==> src/rtl/minibus_router_if.sv <==
// -----------------------------------------------------------------------------
// minibus_router_if
// Bundles the minibus signals seen by the router.
//   map_start/map_end : per-slave address windows, packed [i*AW +: AW]
//   m_req_* / m_res_* : master request and response channel
//   s_req_* / s_res_* : fan-out request and per-slave response channel
// Modports:
//   master : the bus master (drives requests and the map, sees responses)
//   slave  : the slave devices (see requests, drive responses)
//   router : the router itself
// -----------------------------------------------------------------------------
interface minibus_router_if #(
    parameter int SLAVE_COUNT = 4,
    parameter int AW          = 32,
    parameter int DW          = 32
);
    logic [SLAVE_COUNT*AW-1:0] map_start;
    logic [SLAVE_COUNT*AW-1:0] map_end;

    logic                      m_req_valid;
    logic                      m_req_ready;
    logic [AW-1:0]             m_req_addr;
    logic                      m_req_wen;
    logic [DW-1:0]             m_req_wdata;
    logic [DW/8-1:0]           m_req_wstrb;
    logic                      m_res_valid;
    logic [DW-1:0]             m_res_rdata;
    logic                      m_res_err;

    logic [SLAVE_COUNT-1:0]    s_req_valid;
    logic [SLAVE_COUNT-1:0]    s_req_ready;
    logic [AW-1:0]             s_req_addr;
    logic                      s_req_wen;
    logic [DW-1:0]             s_req_wdata;
    logic [DW/8-1:0]           s_req_wstrb;
    logic [SLAVE_COUNT-1:0]    s_res_valid;
    logic [SLAVE_COUNT*DW-1:0] s_res_rdata;
    logic [SLAVE_COUNT-1:0]    s_res_err;

    modport master (
        output map_start, map_end,
        output m_req_valid, m_req_addr, m_req_wen, m_req_wdata, m_req_wstrb,
        input  m_req_ready, m_res_valid, m_res_rdata, m_res_err
    );

    modport slave (
        input  s_req_valid, s_req_addr, s_req_wen, s_req_wdata, s_req_wstrb,
        output s_req_ready, s_res_valid, s_res_rdata, s_res_err
    );

    modport router (
        input  map_start, map_end,
        input  m_req_valid, m_req_addr, m_req_wen, m_req_wdata, m_req_wstrb,
        output m_req_ready, m_res_valid, m_res_rdata, m_res_err,
        output s_req_valid, s_req_addr, s_req_wen, s_req_wdata, s_req_wstrb,
        input  s_req_ready, s_res_valid, s_res_rdata, s_res_err
    );
endinterface

==> src/rtl/minibus_router.sv <==
// -----------------------------------------------------------------------------
// minibus_router
// Registered single-outstanding address router: one master, SLAVE_COUNT slaves
// with runtime-programmable half-open windows [start, end). Unmapped addresses
// and slaves that stay silent for TIMEOUT cycles get an error response carrying
// ERR_DATA.
// Ports:
//   clk  : clock, rising edge
//   nrst : asynchronous active-low reset
//   bus  : minibus_router_if.router (map, master channel, slave fan-out)
// -----------------------------------------------------------------------------
module minibus_router #(
    parameter int          SLAVE_COUNT = 4,
    parameter int          AW          = 32,
    parameter int          DW          = 32,
    parameter int          TIMEOUT     = 255,
    parameter logic [31:0] ERR_DATA    = 32'hDEAD_BEEF
) (
    input  logic             clk,
    input  logic             nrst,
    minibus_router_if.router bus
);
    localparam int            SW       = DW / 8;
    localparam int            TW       = (SLAVE_COUNT > 1) ? $clog2(SLAVE_COUNT) : 1;
    localparam int            CW       = (TIMEOUT > 0) ? $clog2(TIMEOUT + 1) : 1;
    localparam logic [DW-1:0] ERR_WORD = DW'(ERR_DATA);

    typedef enum logic [1:0] {
        ST_IDLE  = 2'd0,
        ST_ISSUE = 2'd1,
        ST_WAIT  = 2'd2,
        ST_RESP  = 2'd3
    } state_t;

    state_t                 r_state;
    state_t                 w_next;

    logic [AW-1:0]          r_addr;
    logic                   r_wen;
    logic [DW-1:0]          r_wdata;
    logic [SW-1:0]          r_wstrb;
    logic [TW-1:0]          r_tgt;
    logic [CW-1:0]          r_cnt;
    logic [SLAVE_COUNT-1:0] r_s_req_valid;
    logic                   r_m_res_valid;
    logic                   r_m_res_err;
    logic [DW-1:0]          r_m_res_rdata;

    logic                   w_ready;
    logic                   w_accept;
    logic                   w_dec_hit;
    logic [TW-1:0]          w_dec_idx;
    logic [TW-1:0]          w_tgt_next;
    logic [SLAVE_COUNT-1:0] w_tgt_onehot;
    logic                   w_tgt_req_ready;
    logic                   w_tgt_res_valid;
    logic                   w_tgt_res_err;
    logic [DW-1:0]          w_tgt_res_rdata;
    logic                   w_timeout;
    logic                   w_load_res;
    logic                   w_res_err;
    logic [DW-1:0]          w_res_rdata;

    // Ready decodes from the state register but is forced low while reset is held.
    assign w_ready  = (r_state == ST_IDLE) & nrst;
    assign w_accept = bus.m_req_valid & w_ready;

    // The counter only ever reaches TIMEOUT while in ISSUE/WAIT; TIMEOUT of 0 disables it.
    assign w_timeout = (TIMEOUT != 0) && (r_cnt == CW'(TIMEOUT));

    // Target index used for the s_req_valid register: fresh decode on acceptance, else held.
    assign w_tgt_next = w_accept ? w_dec_idx : r_tgt;

    // Address decode; scanning from the top down lets the lowest matching index win.
    always_comb begin
        w_dec_hit = 1'b0;
        w_dec_idx = {TW{1'b0}};
        for (int i = SLAVE_COUNT - 1; i >= 0; i--) begin
            // start >= end can never satisfy both bounds, so empty windows never hit.
            if ((bus.map_start[i*AW +: AW] <= bus.m_req_addr) &&
                (bus.m_req_addr < bus.map_end[i*AW +: AW])) begin
                w_dec_hit = 1'b1;
                w_dec_idx = TW'(i);
            end else begin
            end
        end
    end

    // Select handshake and response signals of the latched target only.
    always_comb begin
        w_tgt_req_ready = 1'b0;
        w_tgt_res_valid = 1'b0;
        w_tgt_res_err   = 1'b0;
        w_tgt_res_rdata = {DW{1'b0}};
        for (int i = 0; i < SLAVE_COUNT; i++) begin
            if (TW'(i) == r_tgt) begin
                w_tgt_req_ready = bus.s_req_ready[i];
                w_tgt_res_valid = bus.s_res_valid[i];
                w_tgt_res_err   = bus.s_res_err[i];
                w_tgt_res_rdata = bus.s_res_rdata[i*DW +: DW];
            end else begin
            end
        end
    end

    // One-hot request vector for the target that will be in ISSUE next cycle.
    always_comb begin
        w_tgt_onehot = {SLAVE_COUNT{1'b0}};
        for (int i = 0; i < SLAVE_COUNT; i++) begin
            w_tgt_onehot[i] = (TW'(i) == w_tgt_next);
        end
    end

    // Next-state and response-capture decisions.
    always_comb begin
        w_next      = r_state;
        w_load_res  = 1'b0;
        w_res_err   = 1'b0;
        w_res_rdata = ERR_WORD;
        case (r_state)
            ST_IDLE: begin
                if (w_accept) begin
                    if (w_dec_hit) begin
                        w_next = ST_ISSUE;
                    end else begin
                        w_next      = ST_RESP;
                        w_load_res  = 1'b1;
                        w_res_err   = 1'b1;
                        w_res_rdata = ERR_WORD;
                    end
                end else begin
                    w_next = ST_IDLE;
                end
            end
            ST_ISSUE: begin
                // A ready coinciding with the timeout still times out: no response can exist yet.
                if (w_timeout) begin
                    w_next      = ST_RESP;
                    w_load_res  = 1'b1;
                    w_res_err   = 1'b1;
                    w_res_rdata = ERR_WORD;
                end else if (w_tgt_req_ready) begin
                    w_next = ST_WAIT;
                end else begin
                    w_next = ST_ISSUE;
                end
            end
            ST_WAIT: begin
                // A slave response in the timeout cycle takes priority over the timeout.
                if (w_tgt_res_valid) begin
                    w_next      = ST_RESP;
                    w_load_res  = 1'b1;
                    w_res_err   = w_tgt_res_err;
                    w_res_rdata = w_tgt_res_rdata;
                end else if (w_timeout) begin
                    w_next      = ST_RESP;
                    w_load_res  = 1'b1;
                    w_res_err   = 1'b1;
                    w_res_rdata = ERR_WORD;
                end else begin
                    w_next = ST_WAIT;
                end
            end
            ST_RESP: begin
                w_next = ST_IDLE;
            end
            default: begin
                w_next = ST_IDLE;
            end
        endcase
    end

    // State register.
    always_ff @(posedge clk or negedge nrst) begin
        if (!nrst) begin
            r_state <= ST_IDLE;
        end else begin
            r_state <= w_next;
        end
    end

    // Request latch; these registers also drive the shared s_req_* outputs.
    always_ff @(posedge clk or negedge nrst) begin
        if (!nrst) begin
            r_addr  <= {AW{1'b0}};
            r_wen   <= 1'b0;
            r_wdata <= {DW{1'b0}};
            r_wstrb <= {SW{1'b0}};
            r_tgt   <= {TW{1'b0}};
        end else if (w_accept) begin
            r_addr  <= bus.m_req_addr;
            r_wen   <= bus.m_req_wen;
            r_wdata <= bus.m_req_wdata;
            r_wstrb <= bus.m_req_wstrb;
            r_tgt   <= w_dec_idx;
        end
    end

    // Timeout counter: cleared on entry into ISSUE, counts through ISSUE and WAIT.
    always_ff @(posedge clk or negedge nrst) begin
        if (!nrst) begin
            r_cnt <= {CW{1'b0}};
        end else if ((r_state == ST_IDLE) && (w_next == ST_ISSUE)) begin
            r_cnt <= {CW{1'b0}};
        end else if ((r_state == ST_ISSUE) || (r_state == ST_WAIT)) begin
            r_cnt <= r_cnt + CW'(1'b1);
        end
    end

    // Registered outputs, computed from the next state so they align with it.
    always_ff @(posedge clk or negedge nrst) begin
        if (!nrst) begin
            r_s_req_valid <= {SLAVE_COUNT{1'b0}};
            r_m_res_valid <= 1'b0;
            r_m_res_err   <= 1'b0;
            r_m_res_rdata <= {DW{1'b0}};
        end else begin
            r_s_req_valid <= (w_next == ST_ISSUE) ? w_tgt_onehot : {SLAVE_COUNT{1'b0}};
            r_m_res_valid <= (w_next == ST_RESP);
            if (w_load_res) begin
                r_m_res_err   <= w_res_err;
                r_m_res_rdata <= w_res_rdata;
            end
        end
    end

    assign bus.m_req_ready = w_ready;
    assign bus.m_res_valid = r_m_res_valid;
    assign bus.m_res_err   = r_m_res_err;
    assign bus.m_res_rdata = r_m_res_rdata;
    assign bus.s_req_valid = r_s_req_valid;
    assign bus.s_req_addr  = r_addr;
    assign bus.s_req_wen   = r_wen;
    assign bus.s_req_wdata = r_wdata;
    assign bus.s_req_wstrb = r_wstrb;

endmodule

==> src/flat_wrapper.sv <==
// flat-port wrapper written by rule: the top's interface ports become plain ports
module minibus_router_flat 
#(
    parameter int          SLAVE_COUNT = 4,
    parameter int          AW          = 32,
    parameter int          DW          = 32,
    parameter int          TIMEOUT     = 255,
    parameter logic [31:0] ERR_DATA    = 32'hDEAD_BEEF
)
  (clk, nrst, bus_map_start, bus_map_end, bus_m_req_valid, bus_m_req_addr, bus_m_req_wen, bus_m_req_wdata, bus_m_req_wstrb, bus_m_req_ready, bus_m_res_valid, bus_m_res_rdata, bus_m_res_err, bus_s_req_valid, bus_s_req_addr, bus_s_req_wen, bus_s_req_wdata, bus_s_req_wstrb, bus_s_req_ready, bus_s_res_valid, bus_s_res_rdata, bus_s_res_err);
  minibus_router_if #(.SLAVE_COUNT(SLAVE_COUNT), .AW(AW), .DW(DW)) bus_i ();
  input  logic clk;
  input  logic nrst;
  input wire logic [$bits(bus_i.map_start)-1:0] bus_map_start;
  input wire logic [$bits(bus_i.map_end)-1:0] bus_map_end;
  input wire logic [$bits(bus_i.m_req_valid)-1:0] bus_m_req_valid;
  input wire logic [$bits(bus_i.m_req_addr)-1:0] bus_m_req_addr;
  input wire logic [$bits(bus_i.m_req_wen)-1:0] bus_m_req_wen;
  input wire logic [$bits(bus_i.m_req_wdata)-1:0] bus_m_req_wdata;
  input wire logic [$bits(bus_i.m_req_wstrb)-1:0] bus_m_req_wstrb;
  output wire logic [$bits(bus_i.m_req_ready)-1:0] bus_m_req_ready;
  output wire logic [$bits(bus_i.m_res_valid)-1:0] bus_m_res_valid;
  output wire logic [$bits(bus_i.m_res_rdata)-1:0] bus_m_res_rdata;
  output wire logic [$bits(bus_i.m_res_err)-1:0] bus_m_res_err;
  output wire logic [$bits(bus_i.s_req_valid)-1:0] bus_s_req_valid;
  output wire logic [$bits(bus_i.s_req_addr)-1:0] bus_s_req_addr;
  output wire logic [$bits(bus_i.s_req_wen)-1:0] bus_s_req_wen;
  output wire logic [$bits(bus_i.s_req_wdata)-1:0] bus_s_req_wdata;
  output wire logic [$bits(bus_i.s_req_wstrb)-1:0] bus_s_req_wstrb;
  input wire logic [$bits(bus_i.s_req_ready)-1:0] bus_s_req_ready;
  input wire logic [$bits(bus_i.s_res_valid)-1:0] bus_s_res_valid;
  input wire logic [$bits(bus_i.s_res_rdata)-1:0] bus_s_res_rdata;
  input wire logic [$bits(bus_i.s_res_err)-1:0] bus_s_res_err;
  assign bus_i.map_start = bus_map_start;
  assign bus_i.map_end = bus_map_end;
  assign bus_i.m_req_valid = bus_m_req_valid;
  assign bus_i.m_req_addr = bus_m_req_addr;
  assign bus_i.m_req_wen = bus_m_req_wen;
  assign bus_i.m_req_wdata = bus_m_req_wdata;
  assign bus_i.m_req_wstrb = bus_m_req_wstrb;
  assign bus_m_req_ready = bus_i.m_req_ready;
  assign bus_m_res_valid = bus_i.m_res_valid;
  assign bus_m_res_rdata = bus_i.m_res_rdata;
  assign bus_m_res_err = bus_i.m_res_err;
  assign bus_s_req_valid = bus_i.s_req_valid;
  assign bus_s_req_addr = bus_i.s_req_addr;
  assign bus_s_req_wen = bus_i.s_req_wen;
  assign bus_s_req_wdata = bus_i.s_req_wdata;
  assign bus_s_req_wstrb = bus_i.s_req_wstrb;
  assign bus_i.s_req_ready = bus_s_req_ready;
  assign bus_i.s_res_valid = bus_s_res_valid;
  assign bus_i.s_res_rdata = bus_s_res_rdata;
  assign bus_i.s_res_err = bus_s_res_err;
  minibus_router #(.SLAVE_COUNT(SLAVE_COUNT), .AW(AW), .DW(DW), .TIMEOUT(TIMEOUT), .ERR_DATA(ERR_DATA)) u_core (.clk(clk), .nrst(nrst), .bus(bus_i));
endmodule
==> config.mk <==
export PLATFORM = sky130hd
export DESIGN_NAME = minibus_router_flat
export DESIGN_NICKNAME = d
export VERILOG_FILES = /design/src/rtl/minibus_router_if.sv /design/src/rtl/minibus_router.sv /design/src/flat_wrapper.sv
export SDC_FILE = /design/constraint.sdc
export NUM_CORES = 1
export LEC_CHECK = 0
export CORE_AREA = 2 2 225 227
export CTS_CLUSTER_SIZE = 12
export DETAILED_ROUTE_END_ITERATION = 8
export DIE_AREA = 0 0 227 229
export SLEW_MARGIN = 20
export SYNTH_ARGS = -nofsm -noshare
export SYNTH_HDL_FRONTEND = slang
export SYNTH_SLANG_ARGS = --single-unit
==> constraint.sdc <==
create_clock -name clk -period 2.5 [get_ports clk]
set_input_delay 0.5 -clock clk [delete_from_list [all_inputs] [get_ports clk]]
set_output_delay 0.5 -clock clk [all_outputs]
set_load 0.01 [all_outputs]
==> summary.md <==
| Metric | Value |
|---|---|
| Run status | `finished, violations left` |
| Failing checks | `setup timing` |
| Critical path cell sequence | `buf_2 -> inv_4 -> ha_1 -> nand4_1 -> nor4_4 -> o221ai_1 -> or4_4 -> a31o_4 -> nand4_1 -> buf_4 -> a21oi_4 -> buf_12 -> o22a_1` |
| Worst-path clk slew | `60 ps` |
| Remaining routing DRC violations | `0` |
| Startpoint Class | `input port` |
| Cts bufs inserted | `17` |
| Die ar. | `52000 sq um` |
| Syn_nets | `1927` |
| Placed Cells | `2569` |
| Pwr/cell area | `593 nW/um^2` |
| Clock Skews | `8.33 ps` |
| Cells after Synth | `~1200` |
| Synth cell types | `60` |
| Worst reg2reg endpoint | `u_core.bus.s_req_valid[0]$_DFF_PN0_` |
| Final setup vio count | `49` |
| Tcrit/Tclk final | `119%` |
| Number of synthesized flops with an enable pin | `0` |
| Required time worst endpoint | `2810 ps` |
| Total GRT Usage | `21.3%` |
| Data arrival, critical path | `3280 ps` |
| Crit path max-delay family | `simple AND/OR/NAND/NOR gates` |
| First-pass GRT wire length | `82300 um` |
| Slowest-stage cell, CP | `or4_4` |
| Most frequent cell after synthesis | `ha_1` |
| Asr flop ratio synth | `100%` |
| Pins Over Slew Limit | `0` |
| Post-Syn Area | `11300 sq um` |
| Leakage | `9.75 nW` |
| Routed vias | `12600` |
| Drt pass-1 iters | `7` |
| Final Hold Fails | `0` |
| Initial Utilization | `22.8%` |
| Area Overhead vs Synth | `93.8%` |
| Core area | `49700 sq um` |
| Port buffer count | `575` |
| Mean area per synthesized cell | `9.43 sq um` |
| Max capacitance violation total | `0` |
| Die Y | `229 um` |
| RSZ-0062 raised after global routing | `true` |
| Sequential area share after synthesis | `26.3%` |
| Worst reg2reg path depth | `9` |
| H-tree levels | `4` |
| List of most frequent post-synthesis cells | `ha_1 (258), inv_1 (188), dfrtp_1 (119), a21oi_1 (98), nand2_1 (89)` |
| CP Class | `in -> reg` |
| Layout cells sized above 1 | `32.0%` |
| Max incr delay on CP | `540 ps` |
| Die W | `227 um` |
| Final WL | `56700 um` |
| Routed WL per cell | `21.0 um` |
| Crit path buf inv count | `4` |
| Pre-CTS setup slack | `-1660 ps` |
| Hpwl dp | `between 40000 and 50000 um` |
| GR Overflow Total | `0` |
| Layout Cells excl Fill | `2697` |
| Clock latency at the later pin of the worst-skew pair | `430 ps` |
| Pin count of the biggest net entering global routing | `between 100 and 150` |
| Seq cells post-synth | `119` |
| Area leader, netlist | `ha_1` |
| Vias in the first global route | `13700` |
| Final nets | `2710` |
| Least-Margin Pin Slew | `877 ps` |
| Ys Warns | `0` |
| Synth top area share | `28.5%` |
| Slew margin rel. | `around 42%` |
| CP Capture Type | `flip-flop` |
| CP dominant cell by count | `nand4_1` |
| DRT iter0 DRCs | `412` |
| Via density | `4.66` |
| Final hold slack | `249 ps` |
| Clock Tree Root | `clkbuf_16` |
| Final ANT Viol Nets | `0` |
| Share of the core filled with cells | `44.2%` |
| Dominant cells by area after synthesis | `ha_1 (28%), dfrtp_1 (26%), mux4_2 (7.0%), inv_1 (6.2%), a21oi_1 (4.3%)` |
| Fmax | `0.337 GHz` |
| Predominant post-synthesis flop cell | `dfrtp_1` |
| Number of fill cells | `4801` |
| RePlAce Congestion | `between 0.9 and 1` |
| VDD IR-drop max | `0.000369 V` |
| Initial antenna violation count | `44` |
| Final min period | `2970 ps` |
| Power Total | `13.0 mW` |
| CTS sink cnt | `119` |
| Boundary Pins | `576` |
| Crit Path Max Fanout | `23` |
| Final WS setup | `-468 ps` |
| Maximum buffer depth of the clock tree | `2` |
| Clock tree from TritonCTS | `built` |
| Reg2Reg Launch Point | `u_core.r_cnt[0]$_DFFE_PN0P_` |
| HP Class | `in -> async` |
| R2r setup slk | `90 ps` |
| # rows | `82` |
-- layout make-up --
class,instances,area (sq um),area share [%]
antenna,28,70.1,0.319
multi-input combinational,868,9360,42.6
clock inverter,14,174,0.792
timing repair buffer,790,7300,33.3
inverter,188,792,3.61
tap,672,841,3.83
clock buffer,18,439,2.00
sequential,119,2980,13.6
-- report_power, final --
part / leakage [nW] / switching, mW / internal, mW
Sequential: 1.42 / 0.470 / 2.76
Clock: 0.301 / 0.974 / 1.60
Combinational: 8.03 / 3.13 / 4.09
Total: 9.75 / 4.57 / 8.45
-- state kept, by name, indices dropped and copies added (netlist names) --
signal,cells
u_core.bus.m_res_rdata,32
u_core.bus.s_req_addr,32
u_core.bus.s_req_wdata,32
u_core.r_cnt,8
u_core.bus.s_req_valid,4
u_core.bus.s_req_wstrb,4
u_core.r_state,2
u_core.r_tgt,2
u_core.bus.m_res_err,1
u_core.bus.m_res_valid,1
u_core.bus.s_req_wen,1
-- routing by layer --
metal	vias to the layer above	track usage, %	wire length, um
li1	6012	-	-
met1	5988	23.5	21900
met2	444	38.8	28900
met3	104	5.17	3970
met4	20	8.80	1810
met5	-	0	144
-- cell families (layout without fill, tap and decap cells) --
family                     after synthesis  in the layout  share of synthesized area (%)
buffers and inverters                  214           1010                           7.12
adders and majority gates              258            258                           28.5
other                                    0             28                              0
DFF                                    119            119                           26.3
AOI/OAI and AO/OA                      269            269                           14.9
xor gates and xnor gates                 7              7                          0.541
and+or+nand+nor                        260            260                           11.8
muxes                                   74             74                           10.8
-- worst max path at each step --
stage | startpoint | end | cells past startpoint
detailed placement | bus_m_req_addr[14] | u_core.r_cnt[3]$_DFFE_PN0P_ | 14
CTS | bus_m_req_addr[14] | u_core.bus.m_res_rdata[2]$_DFFE_PN0P_ | 15
floorplan | bus_m_req_addr[14] | u_core.bus.m_res_rdata[27]$_DFFE_PN0P_ | 12
global route | bus_m_req_addr[25] | u_core.bus.m_res_rdata[2]$_DFFE_PN0P_ | 15
finish | bus_m_req_addr[17] | u_core.bus.m_res_rdata[2]$_DFFE_PN0P_ | 13
global placement | bus_m_req_addr[14] | u_core.bus.m_res_valid$_DFF_PN0_ | 14
-- through the flow --
step	area, sq um	setup TNS, ps
final	22000	-18600
after global routing	21900	-24230
after CTS	21500	-17950
after detailed placement	19000	-78500
after global placement	19000	-73770
after floorplan	11400	-18780
-- layout by cell type, fill, tap and decap left out, drive strengths merged, types with 7 or more instances in the layout --
master and instances:
clkdlybuf4s50 403, buf 268, ha 258, inv 190, dfrtp 119, a21oi 100
dlygate4sd2 98, nand2 89, o21ai 59, nand4 52, mux2 38, mux4 35
nor2 29, diode 28, nand3 25, o22a 24, a21o 22, clkbuf 22
clkdlybuf4s15 14, nor3 12, a211oi 9, nor4 9, nor2b 8, o22ai 8
o211ai 7, clkinv 7
-- timing repair --
item                       in CTS  in global routing
cloned                          1                  0
resized for setup             652                 80
setup endpoints to repair      50                 49
buffers inserted               60                 13
pin swaps                     116                 41
hold buffers                    0                  0
(Power assumes the default switching activity.)
==> RTL edit 1: new RTL, same flow settings <==
`ERR_DATA` is set to 32'hDEAD_BEEF in 2 places; all go to 32'h80000000.
--- a/src/rtl/minibus_router.sv
+++ b/src/rtl/minibus_router.sv
@@ -16,3 +16,3 @@
     parameter int          TIMEOUT     = 255,
-    parameter logic [31:0] ERR_DATA    = 32'hDEAD_BEEF
+    parameter logic [31:0] ERR_DATA    = 32'h80000000
 ) (
--- a/src/flat_wrapper.sv
+++ b/src/flat_wrapper.sv
@@ -7,3 +7,3 @@
     parameter int          TIMEOUT     = 255,
-    parameter logic [31:0] ERR_DATA    = 32'hDEAD_BEEF
+    parameter logic [31:0] ERR_DATA    = 32'h80000000
 )
Function: changed (a bounded check fails within 4 cycles, from zero or initial values and one cycle with nrst low).
==> RTL edit 1 against the unedited design <==
The flow still finishes with violations (negative setup slack); routed wire length up 3.2%; die area unchanged; sequential cell count unchanged; power up 3.2%; synthesized area up 2.0%; maximum frequency down 1.3%; design area down 0.19%; setup slack worse by 0.039 ns; critical path type unchanged; critical endpoint is now u_core.bus.m_res_rdata[8]; largest power group unchanged.
==> RTL edit 1: results (changes against the unedited design) <==
CTS HTree Levels=4 (unchanged); area share of fa/ha/maj cells after synthesis=0.280 (-0.00547); worst min-delay path category=in -> async; fillcell total=4898 (+2.0%); multiplexer share of the synthesized area=0.106 (-0.00208); vias in the first global route=13600 (-0.73%); Slew @ Worst Pin=0.706 ns (-0.172 ns); maximum vdd drop=0.000504 V (+37%); synth unique cells=62 (+3.3%); initial antenna violation count=40 (-9.1%); DRT Wirelength=58500 um (+3.2%); family with the most delay on the worst path=simple AND/OR/NAND/NOR gates; xor/xnor share of the synthesized area=0.00531 (-0.000104); TNS Setup=-22.48 ns (-3.88 ns); drt wl/cell=21.5 um (+2.3%); Max Clock Skew=0.00996 ns (+0.00163 ns); largest net degree at the start of global routing=120 (+17%); drt via density=4.66 (about the same); origin of the critical flop-to-flop path=u_core.r_cnt[1]; Syn Nets=1971 (+2.3%); CTS root buffer=clkbuf_16; YS warnings=0 (unchanged); status=finished, violations left; Final setup viols=49 (unchanged); first-pass GRT wire length=83200 um (+1.2%); Psw=4.86 mW (+6.3%); Placed Cells=2636 (+2.6%); Reg2Reg Setup Slack=0.04 ns (-0.05 ns); share of layout cells above drive strength 1=0.299 (-0.0205); CTS buffer count=17 (unchanged); maximum fanout along the worst path=5 (-78%); R2R cell count=11 (+2); First-pass DRT Iterations=4 (-3); Worst-path clk slew=0.06 ns (about the same); Worst setup endpoint=u_core.bus.m_res_rdata[8]; synth cell count leaders=ha_1, inv_1, dfrtp_1, nand2_1, a21oi_1; Leak=10.1 nW (+3.6%); 1st-iter DRT viols=522 (+27%); IO buf count=575 (unchanged); GPL Wtd Cong=0.969 (+4.7%); launch point of the worst path=bus_m_req_addr[14]; post-synthesis async set-or-reset flop share=1.00 (unchanged); deepest clock path buffer count=2 (unchanged); Synth area leaders=ha_1, dfrtp_1, mux4_2, inv_1, a21oi_1; nets=2750 (+1.5%); failing checks=negative setup slack; dpl hpwl=49900 um (+4.5%); Crit path largest cell delay=0.39 ns (-0.15 ns); Cells after Synth=1245 (+3.7%); Post-CTS Setup Bufs=31 (-48%); Global Route Usage Sum=0.218 (+0.00427); compound-gate portion of the synthesized area=0.150 (+0.000501); post-CTS resize count=406 (-38%); CP max stage cell=or3b_4; min setup slack post-route=-0.507 ns (-0.0390 ns); R2R Path End=u_core.r_cnt[2]; post-synthesis sequential area ratio=0.258 (-0.00504); WP data arrival=3.33 ns (+0.05 ns)
## RTL edit 1: cell types whose count changed after synthesis, sizes merged, moves of 2 or more
| cell | delta |
|---|---|
| nand2 | +30 |
| o21ai | +31 |
| a21oi | -2 |
| inv | +16 |
| o22a | -24 |
| buf | -2 |
| o22ai | -8 |
| clkbuf | +2 |
| o21ba | +2 |
## RTL edit 1: stage by stage
step                cell area [um2]  worst slack [ns]  hold slack [ns]
detailed placement            19500             -1.63            0.471
floorplan                     11600            -0.507            0.204
global route                  21900            -0.602            0.243
global placement              19500             -1.59            0.464
CTS                           21100            -0.533            0.239
finish                        21900            -0.507            0.181
## RTL edit 1: power by group through the flow
stage | clock network (mW) | logic [mW] | registers [mW]
global placement | 0 | 6.90 | 3.36
floorplan | 0 | 2.79 | 3.66
CTS | 2.67 | 7.31 | 3.38
detailed placement | 0 | 7.01 | 3.41
global route | 2.75 | 8.09 | 3.47
finish | 2.61 | 7.48 | 3.36
## RTL edit 1: kinds of logic after synthesis
group,Yosys count
buffers and inverters,230
AOI/OAI and AO/OA,269
DFF,119
muxes,74
and+or+nand+nor,288
xor gates and xnor gates,7
adders and majority gates,258
## RTL edit 1: area by class of cell
type / count / share of cell area
Clock inverter: 15 / 0.00879
Antenna cell: 13 / 0.00148
Multi-Input combinational cell: 897 / 0.418
Timing Repair Buffer: 785 / 0.342
Sequential cell: 119 / 0.136
Clock buffer: 17 / 0.0194
Tap cell: 672 / 0.0384
Inverter: 204 / 0.0366
## RTL edit 1: layer usage
layer | track usage | wire, um
met1 | 0.233 | 22000
met2 | 0.396 | 29300
met3 | 0.0657 | 4580
met4 | 0.0852 | 2350
met5 | 0 | 246
==> RTL edit 2: new RTL, same settings <==
Made on the original files. The 4 states of `state_t` get a one-hot encoding in 4 bits.
--- a/src/rtl/minibus_router.sv
+++ b/src/rtl/minibus_router.sv
@@ -27,7 +27,7 @@
 
-    typedef enum logic [1:0] {
-        ST_IDLE  = 2'd0,
-        ST_ISSUE = 2'd1,
-        ST_WAIT  = 2'd2,
-        ST_RESP  = 2'd3
+    typedef enum logic [3:0] {
+        ST_IDLE  = 4'b0001,
+        ST_ISSUE = 4'b0010,
+        ST_WAIT  = 4'b0100,
+        ST_RESP  = 4'b1000
     } state_t;
Formal check against the unedited RTL: no difference found for any inputs over 4 cycles, from zero or initial values and one cycle with nrst low; so few cycles prove little.
==> RTL edit 2 against the unedited design <==
The flow still finishes with violations (negative setup slack); sequential cell count grew 2; critical path depth grew 2; combinational power shrank 17%; first-iteration DRC count grew 34%; clock skew grew 0.0069 ns; setup slack gained 0.13 ns; power shrank 11%; routed wire length grew 4.1%; count of clock-buffer cells in the layout grew 3; design area grew 5.7%; synthesized area grew 1.2%; largest cell class unchanged; highest routed layer unchanged.
==> RTL edit 2: results (changes against the unedited design) <==
status=finished, violations left; failing checks=negative setup slack; maximum fanout along the worst path=6 (-74%); hold_ws=0.157 ns (-0.0916 ns); vias in the first global route=14000 (+2.5%); dpl cell area=19500 um2 (+2.2%); Global Route Usage Sum=0.216 (+0.00268); nets=2831 (+4.5%); Max Clock Skew=0.0152 ns (+0.00687 ns); Synth area leaders=ha_1, dfrtp_1, nand2_1, mux4_2, inv_1; multiplexer share of the synthesized area=0.0705 (-0.0378); Leak=10.5 nW (+8.0%); WP data arrival=3.15 ns (-0.13 ns); Syn Nets=2020 (+4.8%); min setup slack post-route=-0.340 ns (+0.128 ns); DR vias=13200 (+5.2%); CP max stage cell=or3_4; Slew headroom=0.500 (+0.0851); DRT Wirelength=59100 um (+4.1%); area of the multi-input gates=10100 um2 (+8.1%); origin of the critical flop-to-flop path=u_core.r_tgt[0]; CTS HTree Levels=4 (unchanged); xor/xnor share of the synthesized area=0.00535 (-0.0000661); compound-gate portion of the synthesized area=0.153 (+0.00407); Reg2Reg Setup Slack=0.27 ns (+0.18 ns); Place WS=-1.43 ns (+0.237 ns); GPL Wtd Cong=0.942 (+1.8%); Psw=3.92 mW (-14%); synth unique cells=65 (+8.3%); R2R cell count=8 (-1); Final setup viols=50 (+2.0%); maximum vdd drop=0.000489 V (+33%); share of layout cells above drive strength 1=0.342 (+0.0222); dpl hpwl=48300 um (+1.3%); Crit path largest cell delay=0.43 ns (-0.11 ns); area share of fa/ha/maj cells after synthesis=0.276 (-0.00894); synth cell count leaders=ha_1, nand2_1, inv_1; post-synthesis sequential area ratio=0.264 (+0.00126); family with the most delay on the worst path=compound AO/OA/AOI/OAI gates; 1st-iter DRT viols=553 (+34%); Crit Path Category=in -> reg; First-pass DRT Iterations=5 (-2); R2R Path End=u_core.bus.m_res_rdata[0]; fillcell total=4736 (-1.4%); largest net degree at the start of global routing=122 (+18%); TNS Setup=-12.56 ns (+6.04 ns); launch point of the worst path=bus_m_req_addr[1]; first-pass GRT wire length=83100 um (+1.0%); Skew-Pair Late Insertion Delay=0.43 ns (about the same); DRT antenna net count=0 (unchanged); initial antenna violation count=27 (-39%); deepest clock path buffer count=2 (unchanged)
RTL edit 2: cell count changes after synthesis, moves of 5 or more:
cell,delta
a21o_1,-8
buf_1,-5
clkbuf_1,+9
ha_1,-5
inv_1,-5
mux2_2,-38
nand2_1,+126
o21ai_0,+10
RTL edit 2: layout make-up:
type                       instances  area share
timing repair buffer             824       0.336
sequential                       121       0.131
antenna                           14     0.00151
inverter                         183      0.0335
multi-input combinational        963       0.436
clock buffer                      21      0.0207
tap                              672      0.0362
clock inverter                    10     0.00609
RTL edit 2: through the flow:
stage | instances | power [mW]
floorplan | 1299 | 5.19
global placement | 2691 | 8.26
detailed placement | 2691 | 8.37
CTS | 2775 | 11.5
global route | 2806 | 12.3
finish | 2808 | 11.6
RTL edit 2: cell families after synthesis:
group | Yosys count
AOI/OAI and AO/OA | 278
xor gates and xnor gates | 7
adders and majority gates | 253
buffers and inverters | 215
DFF | 121
muxes | 37
and+or+nand+nor | 388
RTL edit 2: power groups by stage:
stage	combinational (mW)	clock, mW	sequential [mW]
final	6.02	2.60	2.98
after global routing	6.50	2.76	3.07
after detailed placement	5.34	0	3.03
after global placement	5.25	0	3.00
after floorplan	1.94	0	3.25
after CTS	5.79	2.68	2.99
RTL edit 2: metal layers:
| layer | wire length, um | track usage | vias to the layer above |
|---|---|---|---|
| li1 | - | - | 6336 |
| met1 | 21900 | 0.229 | 6265 |
| met2 | 30200 | 0.385 | 500 |
| met3 | 4510 | 0.0620 | 108 |
| met4 | 2380 | 0.112 | 12 |
| met5 | 57 | 0 | - |
RTL edit 2: timing repair:
item,in CTS,in global routing
setup buffers,57,24
pin swaps,169,85
gates cloned,1,2
setup endpoints to repair,50,51
resized for setup,700,216
